<file path="config.mk">
export PLATFORM = sky130hd
export DESIGN_NAME = pc_fetch_unit_flat
export DESIGN_NICKNAME = d
export VERILOG_FILES = /design/src/rtl/pc_fetch_unit_if.sv /design/src/rtl/pc_fetch_unit.sv /design/src/flat_wrapper.sv
export SDC_FILE = /design/constraint.sdc
export NUM_CORES = 1
export LEC_CHECK = 0
export BUFFER_PORTS_ARGS = -buffer_cell sky130_fd_sc_hd__buf_2
export CAP_MARGIN = 25
export CORE_UTILIZATION = 25
export CTS_CLUSTER_DIAMETER = 30
export DETAILED_ROUTE_END_ITERATION = 10
export GPL_ROUTABILITY_DRIVEN = 0
export GPL_TIMING_DRIVEN = 0
export PLACE_DENSITY = 0.54
export SKIP_LAST_GASP = 1
export SLEW_MARGIN = 20
export SYNTH_ARGS = -nofsm -noshare
export SYNTH_HDL_FRONTEND = slang
export SYNTH_SLANG_ARGS = --single-unit
</file>
<file path="constraint.sdc">
create_clock -name clk -period 2 [get_ports clk]
set_input_delay 0.1 -clock clk [delete_from_list [all_inputs] [get_ports clk]]
set_output_delay 0.1 -clock clk [all_outputs]
set_load 0.05 [all_outputs]
</file>
<file path="src/rtl/pc_fetch_unit_if.sv">
// Memory read port and opcode valid/ready handshake between the fetch unit and its neighbours.
// master = fetch unit side, slave = memory / control-unit side.
interface pc_fetch_unit_if #(
  parameter int unsigned ADDR_W = 16
);
  logic [ADDR_W-1:0] mem_addr;
  logic              mem_rd;
  logic [7:0]        mem_rdata;
  logic              mem_rvalid;
  logic              ins_valid;
  logic [7:0]        ins_opcode;
  logic              ins_ready;

  modport master (
    output mem_addr,
    output mem_rd,
    input  mem_rdata,
    input  mem_rvalid,
    output ins_valid,
    output ins_opcode,
    input  ins_ready
  );

  modport slave (
    input  mem_addr,
    input  mem_rd,
    output mem_rdata,
    output mem_rvalid,
    input  ins_valid,
    input  ins_opcode,
    output ins_ready
  );
endinterface

</file>
<file path="src/rtl/pc_fetch_unit.sv">
// Instruction-fetch sequencer: reads opcodes at the PC, presents plain opcodes to the control
// unit and resolves absolute jumps itself by fetching the 2-byte target and pulsing ins_con.
module pc_fetch_unit #(
  parameter int unsigned ADDR_W     = 16,
  parameter logic [7:0]  JMP_OPCODE = 8'h0C
) (
  input  logic              clk,
  input  logic              rst_n,
  input  logic              fetch,
  input  logic [ADDR_W-1:0] pc_addr,
  input  logic              finish_signal,
  pc_fetch_unit_if.master   bus,
  output logic              pc1,
  output logic              ins_con,
  output logic [7:0]        tr_pc,
  output logic [7:0]        mbr_pc,
  output logic              busy,
  output logic              halted
);

  typedef enum logic [3:0] {
    StIdle,
    StReqOp,
    StWaitOp,
    StPresent,
    StGapHi,
    StReqHi,
    StWaitHi,
    StGapLo,
    StReqLo,
    StWaitLo,
    StLoad,
    StSettle,
    StHalted
  } state_e;

  state_e state_q;

  always_ff @(posedge clk or negedge rst_n) begin
    if (!rst_n) begin
      state_q        <= StIdle;
      bus.mem_addr   <= '0;
      bus.mem_rd     <= 1'b0;
      bus.ins_valid  <= 1'b0;
      bus.ins_opcode <= 8'h00;
      pc1            <= 1'b0;
      ins_con        <= 1'b0;
      tr_pc          <= 8'h00;
      mbr_pc         <= 8'h00;
      busy           <= 1'b0;
      halted         <= 1'b0;
    end else begin
      // Strobes default low so each is exactly one cycle wide.
      bus.mem_rd <= 1'b0;
      pc1        <= 1'b0;
      ins_con    <= 1'b0;

      unique case (state_q)
        StIdle, StSettle: begin
          if (finish_signal) begin
            state_q <= StHalted;
            halted  <= 1'b1;
            busy    <= 1'b0;
          end else if (fetch) begin
            state_q <= StReqOp;
            busy    <= 1'b1;
          end else begin
            state_q <= StIdle;
            busy    <= 1'b0;
          end
        end

        StReqOp: begin
          bus.mem_addr <= pc_addr;
          bus.mem_rd   <= 1'b1;
          state_q      <= StWaitOp;
        end

        StWaitOp: begin
          if (bus.mem_rvalid) begin
            if (bus.mem_rdata == JMP_OPCODE) begin
              pc1     <= 1'b1;
              state_q <= StGapHi;
            end else begin
              bus.ins_opcode <= bus.mem_rdata;
              bus.ins_valid  <= 1'b1;
              state_q        <= StPresent;
            end
          end
        end

        StPresent: begin
          if (bus.ins_valid && bus.ins_ready) begin
            bus.ins_valid <= 1'b0;
            pc1           <= 1'b1;
            state_q       <= StSettle;
          end
        end

        // Gap states let the PC apply the pc1 increment before the next address is sampled.
        StGapHi: state_q <= StReqHi;

        StReqHi: begin
          bus.mem_addr <= pc_addr;
          bus.mem_rd   <= 1'b1;
          state_q      <= StWaitHi;
        end

        StWaitHi: begin
          if (bus.mem_rvalid) begin
            tr_pc   <= bus.mem_rdata;
            pc1     <= 1'b1;
            state_q <= StGapLo;
          end
        end

        StGapLo: state_q <= StReqLo;

        StReqLo: begin
          bus.mem_addr <= pc_addr;
          bus.mem_rd   <= 1'b1;
          state_q      <= StWaitLo;
        end

        StWaitLo: begin
          if (bus.mem_rvalid) begin
            mbr_pc  <= bus.mem_rdata;
            ins_con <= 1'b1;
            state_q <= StLoad;
          end
        end

        StLoad: state_q <= StSettle;

        StHalted: begin
          state_q <= StHalted;
          halted  <= 1'b1;
          busy    <= 1'b0;
        end

        default: begin
          state_q <= StIdle;
          busy    <= 1'b0;
        end
      endcase
    end
  end

endmodule

</file>
<file path="src/flat_wrapper.sv">
// flat-port wrapper written by rule: the top's interface ports become plain ports
module pc_fetch_unit_flat 
#(
  parameter int unsigned ADDR_W     = 16,
  parameter logic [7:0]  JMP_OPCODE = 8'h0C
)
  (clk, rst_n, fetch, pc_addr, finish_signal, pc1, ins_con, tr_pc, mbr_pc, busy, halted, bus_mem_addr, bus_mem_rd, bus_mem_rdata, bus_mem_rvalid, bus_ins_valid, bus_ins_opcode, bus_ins_ready);
  pc_fetch_unit_if #(.ADDR_W(ADDR_W)) bus_i ();
  input  logic clk;
  input  logic rst_n;
  input  logic fetch;
  input  logic [ADDR_W-1:0] pc_addr;
  input  logic finish_signal;
  output logic pc1;
  output logic ins_con;
  output logic [7:0] tr_pc;
  output logic [7:0] mbr_pc;
  output logic busy;
  output logic halted;
  output wire logic [$bits(bus_i.mem_addr)-1:0] bus_mem_addr;
  output wire logic [$bits(bus_i.mem_rd)-1:0] bus_mem_rd;
  input wire logic [$bits(bus_i.mem_rdata)-1:0] bus_mem_rdata;
  input wire logic [$bits(bus_i.mem_rvalid)-1:0] bus_mem_rvalid;
  output wire logic [$bits(bus_i.ins_valid)-1:0] bus_ins_valid;
  output wire logic [$bits(bus_i.ins_opcode)-1:0] bus_ins_opcode;
  input wire logic [$bits(bus_i.ins_ready)-1:0] bus_ins_ready;
  assign bus_mem_addr = bus_i.mem_addr;
  assign bus_mem_rd = bus_i.mem_rd;
  assign bus_i.mem_rdata = bus_mem_rdata;
  assign bus_i.mem_rvalid = bus_mem_rvalid;
  assign bus_ins_valid = bus_i.ins_valid;
  assign bus_ins_opcode = bus_i.ins_opcode;
  assign bus_i.ins_ready = bus_ins_ready;
  pc_fetch_unit #(.ADDR_W(ADDR_W), .JMP_OPCODE(JMP_OPCODE)) u_core (.clk(clk), .rst_n(rst_n), .fetch(fetch), .pc_addr(pc_addr), .finish_signal(finish_signal), .bus(bus_i), .pc1(pc1), .ins_con(ins_con), .tr_pc(tr_pc), .mbr_pc(mbr_pc), .busy(busy), .halted(halted));
endmodule
</file>
==> impl_metrics.ini, run 1 <==
[timing]
max_freq_mhz = 536
timing.final.crit_share_pct = 93.3
rsz0062_at_grt = true
fin_ws_ns = 0.135
fin_crit_ns = 1.87
skew_ns = 0.00634
maxSlewViolCount = 0
hold_violations = 0
tightest_slew_ns = 0.637
setup_viol = 0
max_slew_margin_pct = 57.5

[logic_synthesis]
synth.distinct_cells = 37
synth_seq_cells = 50
yosysWarnings = 0
avgSynthCellArea_um2 = 13.1
synth_edf_count = 0
ys_seq_area_share_pct = 58.5
synth_flop_cell = dfrtp_1
synth_nets = 193
syn_inst = 163
synthArstFlopShare_pct = 100
synth_top_cell_by_area = dfrtp_1
synth.top_cells.by_area = dfrtp_1, mux2_2, o21ai_0
synth_area_um2 = 2140
synth.top_cell.area_share_pct = 58.5

[floorplanning]
pin_count = 76
start_util_pct = 25.9
dieArea_um2 = 8920
dieWidth_um = 94.5
coreArea_um2 = 8260
die_h_um = 94.5
std_cell_rows = 33

[worst_setup_path]
startpoint_type = register
r2r_end = u_core.mbr_pc[6]
rrSetupSlack_ns = 0.13
max_stage_delay_ns = 0.41
reg2regPathDepth = 5
worst_path_max_delay_cell = dfrtp_1
path_cells = clkbuf_1 -> nand3b_1 -> nor3_4 -> buf_12 -> mux2_2
critPathMaxFanout = 10
worst_setup_path_end_kind = register
reg2reg_from = u_core.state_q[0]
worstPathRequired_ns = 2.19
path_class = register to register
worstPathArrival_ns = 2.05

[hold_path]
hold_path_class = input port to register
holdPathEnd = u_core.bus.mem_addr[8]
min_path_cells = 2
holdCritStartpoint = pc_addr[8]

[clock_tree]
htreeDepth = 2
clockBufferDepth = 2
worstSkewPairLatency_ns = 0.30
numCtsBuffers = 5
clkTransAtPathRegs_ns = 0.09
root_buffer = clkbuf_8
cts.sinks = 50
cts_tree = yes

[final_layout]
n_antenna_cell = 0
area_growth_pct = 30.5
drive_above_1_share_pct = 54.0
finalNetCount = 277
utilization_pct = 33.8

[pwr]
power_per_cell_area_nw_per_um2 = 1900
seq_power_share_pct = 31.0
pwr-share-clk_pct = 11.1
switchingPower_w = 0.00270
p_int_w = 0.00259
ir_drop_mv = 0.843
netSwitchingFraction_pct = 51.0
comb_power_share_pct = 57.9
p_leak_nw = 1.32

[run]
drv_cap = 0

[grt]
grt_pass1_vias = 1594
grt_overflow_total = 0
grt_max_degree = 51
antenna_found_initial = 0
grt_first_pass_wirelength_um = 7760
grt_usage_pct = 11.4

[route]
post-route-drc-count = 0
num_vias = 1637
drtPass1Iterations = 4
viasPerCell = 4.64
wl_um = 4920
antenna_left = 0
drt_iter0_markers = 57
routedWlPerCell_um = 13.9

[outcome]
outcome = complete, no violations

[place]
dp_hpwl_um = 3580
portBuffers = 75
pre_cts_slack_ns = -0.111
==> timing repair <==
action                     in CTS  in global routing
hold buffers                    1                  0
resized for setup               3                  2
buffers inserted                0                  1
pin swaps                       0                  1
hold endpoints to repair       50                  0
setup endpoints to repair      33                 25
gates cloned                    0                  0
==> placed cells by master (no fill, tap or decap), types with 2 or more instances in the layout <==
master    count
clkbuf_1      5
nor2b_1       2
nand2_1       6
o21ai_0       6
inv_1         6
a32oi_1       2
a21oi_1       2
dfrtp_1      50
o22ai_1       2
or4_1         2
clkbuf_8      5
nor2_1        7
nand3_1       4
buf_2        76
a31oi_1       2
nand2b_1      2
mux2_2       40
==> flip-flops by register name, indices dropped and copies added (netlist names) <==
register	cells
u_core.bus.mem_rd	1
u_core.halted	1
u_core.bus.ins_opcode	8
u_core.mbr_pc	8
u_core.state_q	4
u_core.bus.mem_addr	16
u_core.tr_pc	8
u_core.ins_con	1
u_core.bus.ins_valid	1
u_core.pc1	1
u_core.busy	1
==> worst max-delay path, delay by kind of cell, from the launching register on <==
kind	cells	cell delay (ns)
flops	1	0.41
mux	1	0.33
simple gates	2	0.47
buf+inv	2	0.53
==> final cells by class <==
type                       count  area [um2]
sequential                    50        1250
multi-input combinational    100         857
clock buffer                   5        68.8
clock inverter                 3        21.3
inverter                       6        22.5
tap                          105         131
timing repair buffer          77         408
buffer                         7        28.8
fill                         851        5470
==> cell families (layout without fill, tap and decap cells) <==
logic type | count (synthesis) | after routing | synth area share, %
AOI/OAI and AO/OA | 25 | 25 | 8.20
muxes | 41 | 41 | 21.5
and+or+nand+nor | 34 | 34 | 9.31
buffers and inverters | 13 | 98 | 2.40
DFF | 50 | 50 | 58.5
==> routing by layer <==
metal	up-vias	wire (um)	GRT usage, %
met1	825	2200	15.2
met3	4	269	2.98
li1	762	-	-
met4	0	35	3.41
met5	-	0	0
met2	46	2410	18.1
==> synthesized netlist by cell type, types with 2 or more instances <==
cell type and count:
a31oi_1 2, buf_2 2, nand2_1 7, a21oi_1 2, or4_1 2, o21ai_0 6
nand2b_1 2, mux2_2 40, a32oi_1 2, nor2b_1 2, clkbuf_1 5, nand3_1 4
inv_1 6, o22ai_1 2, nor2_1 8, dfrtp_1 50
==> power groups by stage <==
stage	Combinational (W)	Clock, W	Sequential (W)
6_report	0.00306	0.000587	0.00164
5_1_grt	0.00324	0.000654	0.00171
4_1_cts	0.00305	0.000621	0.00165
3_5_place_dp	0.00303	0	0.00166
3_3_place_gp	0.00301	0	0.00164
2_1_floorplan	0.000972	0	0.00302
==> metrics by stage <==
step / setup TNS (ns) / cells / hold slack [ns] / area [um2] / power [W]
floorplan: 0 / 163 / -0.196 / 2140 / 0.00399
global placement: -1.97 / 343 / 0.331 / 2640 / 0.00465
detailed placement: -1.88 / 343 / 0.177 / 2650 / 0.00469
CTS: -0.441 / 352 / 0.0155 / 2760 / 0.00532
global route: -0.571 / 353 / 0.0180 / 2790 / 0.00561
finish: 0 / 353 / 0.0296 / 2790 / 0.00529
==> worst max-delay path by stage <==
stage          slack [ns]               from                       end
2_1_floorplan        0.22   bus_mem_rdata[5]  u_core.bus.ins_opcode[0]
6_report             0.13  u_core.state_q[0]          u_core.mbr_pc[6]
3_5_place_dp        -0.11  u_core.state_q[3]  u_core.bus.ins_opcode[5]
3_3_place_gp         -0.1  u_core.state_q[3]  u_core.bus.ins_opcode[4]
5_1_grt             -0.06  u_core.state_q[1]           u_core.tr_pc[6]
4_1_cts             -0.06  u_core.state_q[3]   u_core.bus.mem_addr[11]
Power figures use the tool's default switching activity.
==> run 2, diff against run 1 <==
--- a/config.mk
+++ b/config.mk
@@ -8,10 +8,10 @@
 export BUFFER_PORTS_ARGS = -buffer_cell sky130_fd_sc_hd__buf_2
 export CAP_MARGIN = 25
-export CORE_UTILIZATION = 25
+export CORE_UTILIZATION = 30
 export CTS_CLUSTER_DIAMETER = 30
 export DETAILED_ROUTE_END_ITERATION = 10
 export GPL_ROUTABILITY_DRIVEN = 0
 export GPL_TIMING_DRIVEN = 0
-export PLACE_DENSITY = 0.54
+export PLACE_DENSITY = 0.61
 export SKIP_LAST_GASP = 1
 export SLEW_MARGIN = 20
==> constraint.sdc (replaced) <==
create_clock -name clk -period 2 [get_ports clk]
set_input_delay 0.1 -clock clk [delete_from_list [all_inputs] [get_ports clk]]
set_output_delay 0.1 -clock clk [all_outputs]
set_load 0.005 [all_outputs]
==> impl_metrics.ini, run 2 (synthesis gave the netlist of run 1 again) <==
[outcome]
outcome = complete, no violations

[worst_setup_path]
crit_top_cell = clkbuf_1
reg2reg_from = u_core.state_q[1]
worst_setup_path_end_kind = register
critPathMaxFanout = 10
worst_path_max_delay_cell = clkbuf_1
rrSetupSlack_ns = 0.17
crit_end = u_core.bus.ins_opcode[1]
worstPathArrival_ns = 2.02
path_cells = clkbuf_1 -> clkbuf_1 -> nand4_4 -> mux2_2
startpoint_type = register
worstPathRequired_ns = 2.19
r2r_end = u_core.bus.ins_opcode[1]
reg2regPathDepth = 4
max_stage_delay_ns = 0.45
startpoint = u_core.state_q[1]
path_class = register to register

[timing]
fin_ws_ns = 0.171
max_slew_margin_pct = 58.1
setup_viol = 0
max_freq_mhz = 547
maxSlewViolCount = 0
tightest_slew_ns = 0.628
hold_violations = 0
timing.final.crit_share_pct = 91.4
rsz0062_at_grt = false
skew_ns = 0.00576
fin_crit_ns = 1.83

[pwr]
p_leak_nw = 1.32
power_per_cell_area_nw_per_um2 = 1440
ir_drop_mv = 0.500

[route]
antenna_left = 0
routedWlPerCell_um = 13.2
wl_um = 4550
post-route-drc-count = 0
viasPerCell = 4.70
drt_iter0_markers = 108
num_vias = 1616
drtPass1Iterations = 4

[floorplanning]
start_util_pct = 31.3
dieArea_um2 = 7460
dieWidth_um = 86.4
coreArea_um2 = 6830
pin_count = 76
die_h_um = 86.4
std_cell_rows = 30

[final_layout]
final_cell_mix = buf_2, dfrtp_1, mux2_2, nor2_1
n_antenna_cell = 0
fillCellCount = 693
drive_above_1_share_pct = 53.6
largest_register_ffs = 16
final_common_cell = buf_2
finalNetCount = 277
area_growth_pct = 30.9
fin_cells = 344
regMostFlops = u_core.bus.mem_addr
fin_area_um2 = 2800

[grt]
grt_usage_pct = 13.1
antenna_found_initial = 0
grt_first_pass_wirelength_um = 7540
grt_max_degree = 51
grt_overflow_total = 0
grt_pass1_vias = 1557

[clock_tree]
cts_tree = yes
worstSkewPairLatency_ns = 0.30
htreeDepth = 2
cts.sinks = 50
clockBufferDepth = 2
clkTransAtPathRegs_ns = 0.09
root_buffer = clkbuf_8
numCtsBuffers = 5

[hold_path]
holdCritStartpoint = pc_addr[4]
hold_path_class = input port to register

[place]
dp_hpwl_um = 3290
portBuffers = 75
place_area_um2 = 2640
dp.cells = 334
pre_cts_slack_ns = -0.0464

[run]
drv_cap = 0
==> run 2: cell types whose count changed in the layout (fill, tap and decap cells not counted), sizes merged <==
cell / change
clkinv: -2
clkbuf: +1
bufinv: +1
==> run 2: cell type report <==
type | count | area [um2] | area share, %
clock buffer | 6 | 72.6 | 2.59
multi-input combinational | 100 | 857 | 30.6
sequential | 50 | 1250 | 44.7
buffer | 7 | 28.8 | 1.03
clock inverter | 2 | 37.5 | 1.34
timing repair buffer | 77 | 408 | 14.6
tap | 96 | 120 | 4.29
inverter | 6 | 22.5 | 0.805
==> run 2: how the worst min path moves through the flow <==
stage / end / slack (ns) / cells past startpoint
4_1_cts: u_core.bus.mem_addr[14] / 0.02 / 2
3_3_place_gp: u_core.bus.mem_addr[8] / 0.33 / 2
2_1_floorplan: u_core.bus.ins_opcode[0] / -0.20 / 0
3_5_place_dp: u_core.mbr_pc[4] / 0.18 / 1
5_1_grt: u_core.bus.mem_addr[0] / 0.02 / 2
6_report: u_core.bus.mem_addr[4] / 0.03 / 2
==> run 2: what timing repair did <==
action                                  4_1_cts  5_1_grt
pin swaps                                     0        1
setup buffers                                 0        1
gates resized for setup                       3        2
hold buffers                                  1        0
hold endpoints to repair                     50        0
endpoints found under the setup margin       25       16
==> run 2: critical path: cells and delay by family (launching register included) <==
family / cells / cell delay [ns]
flip-flops: 1 / 0.33
buffers and inverters: 2 / 0.77
multiplexers: 1 / 0.35
AND/OR/NAND/NOR: 1 / 0.28
==> run 2: per-stage QoR <==
step / TNS (ns) / hold WS, ns / power (W) / utilization [%]
floorplan: 0 / -0.196 / 0.00267 / -
global placement: -1.60 / 0.332 / 0.00328 / 38.5
detailed placement: -0.867 / 0.176 / 0.00331 / 38.6
CTS: 0 / 0.0194 / 0.00406 / 40.5
global route: 0 / 0.0205 / 0.00432 / 41.0
finish: 0 / 0.0309 / 0.00403 / 41.0
==> run 2: per-layer routing <==
metal	global-route usage (%)	up-vias	wire length, um
li1	-	760	-
met1	16.8	807	2000
met2	21.2	42	2230
met3	3.43	7	251
met4	5.00	0	73
met5	0	-	0
==> run 2: power by group <==
group | total [W] | internal, W | switching [W]
clock network | 0.000699 | 0.000373 | 0.000326
registers | 0.00164 | 0.00144 | 0.000198
logic | 0.00169 | 0.000896 | 0.000796
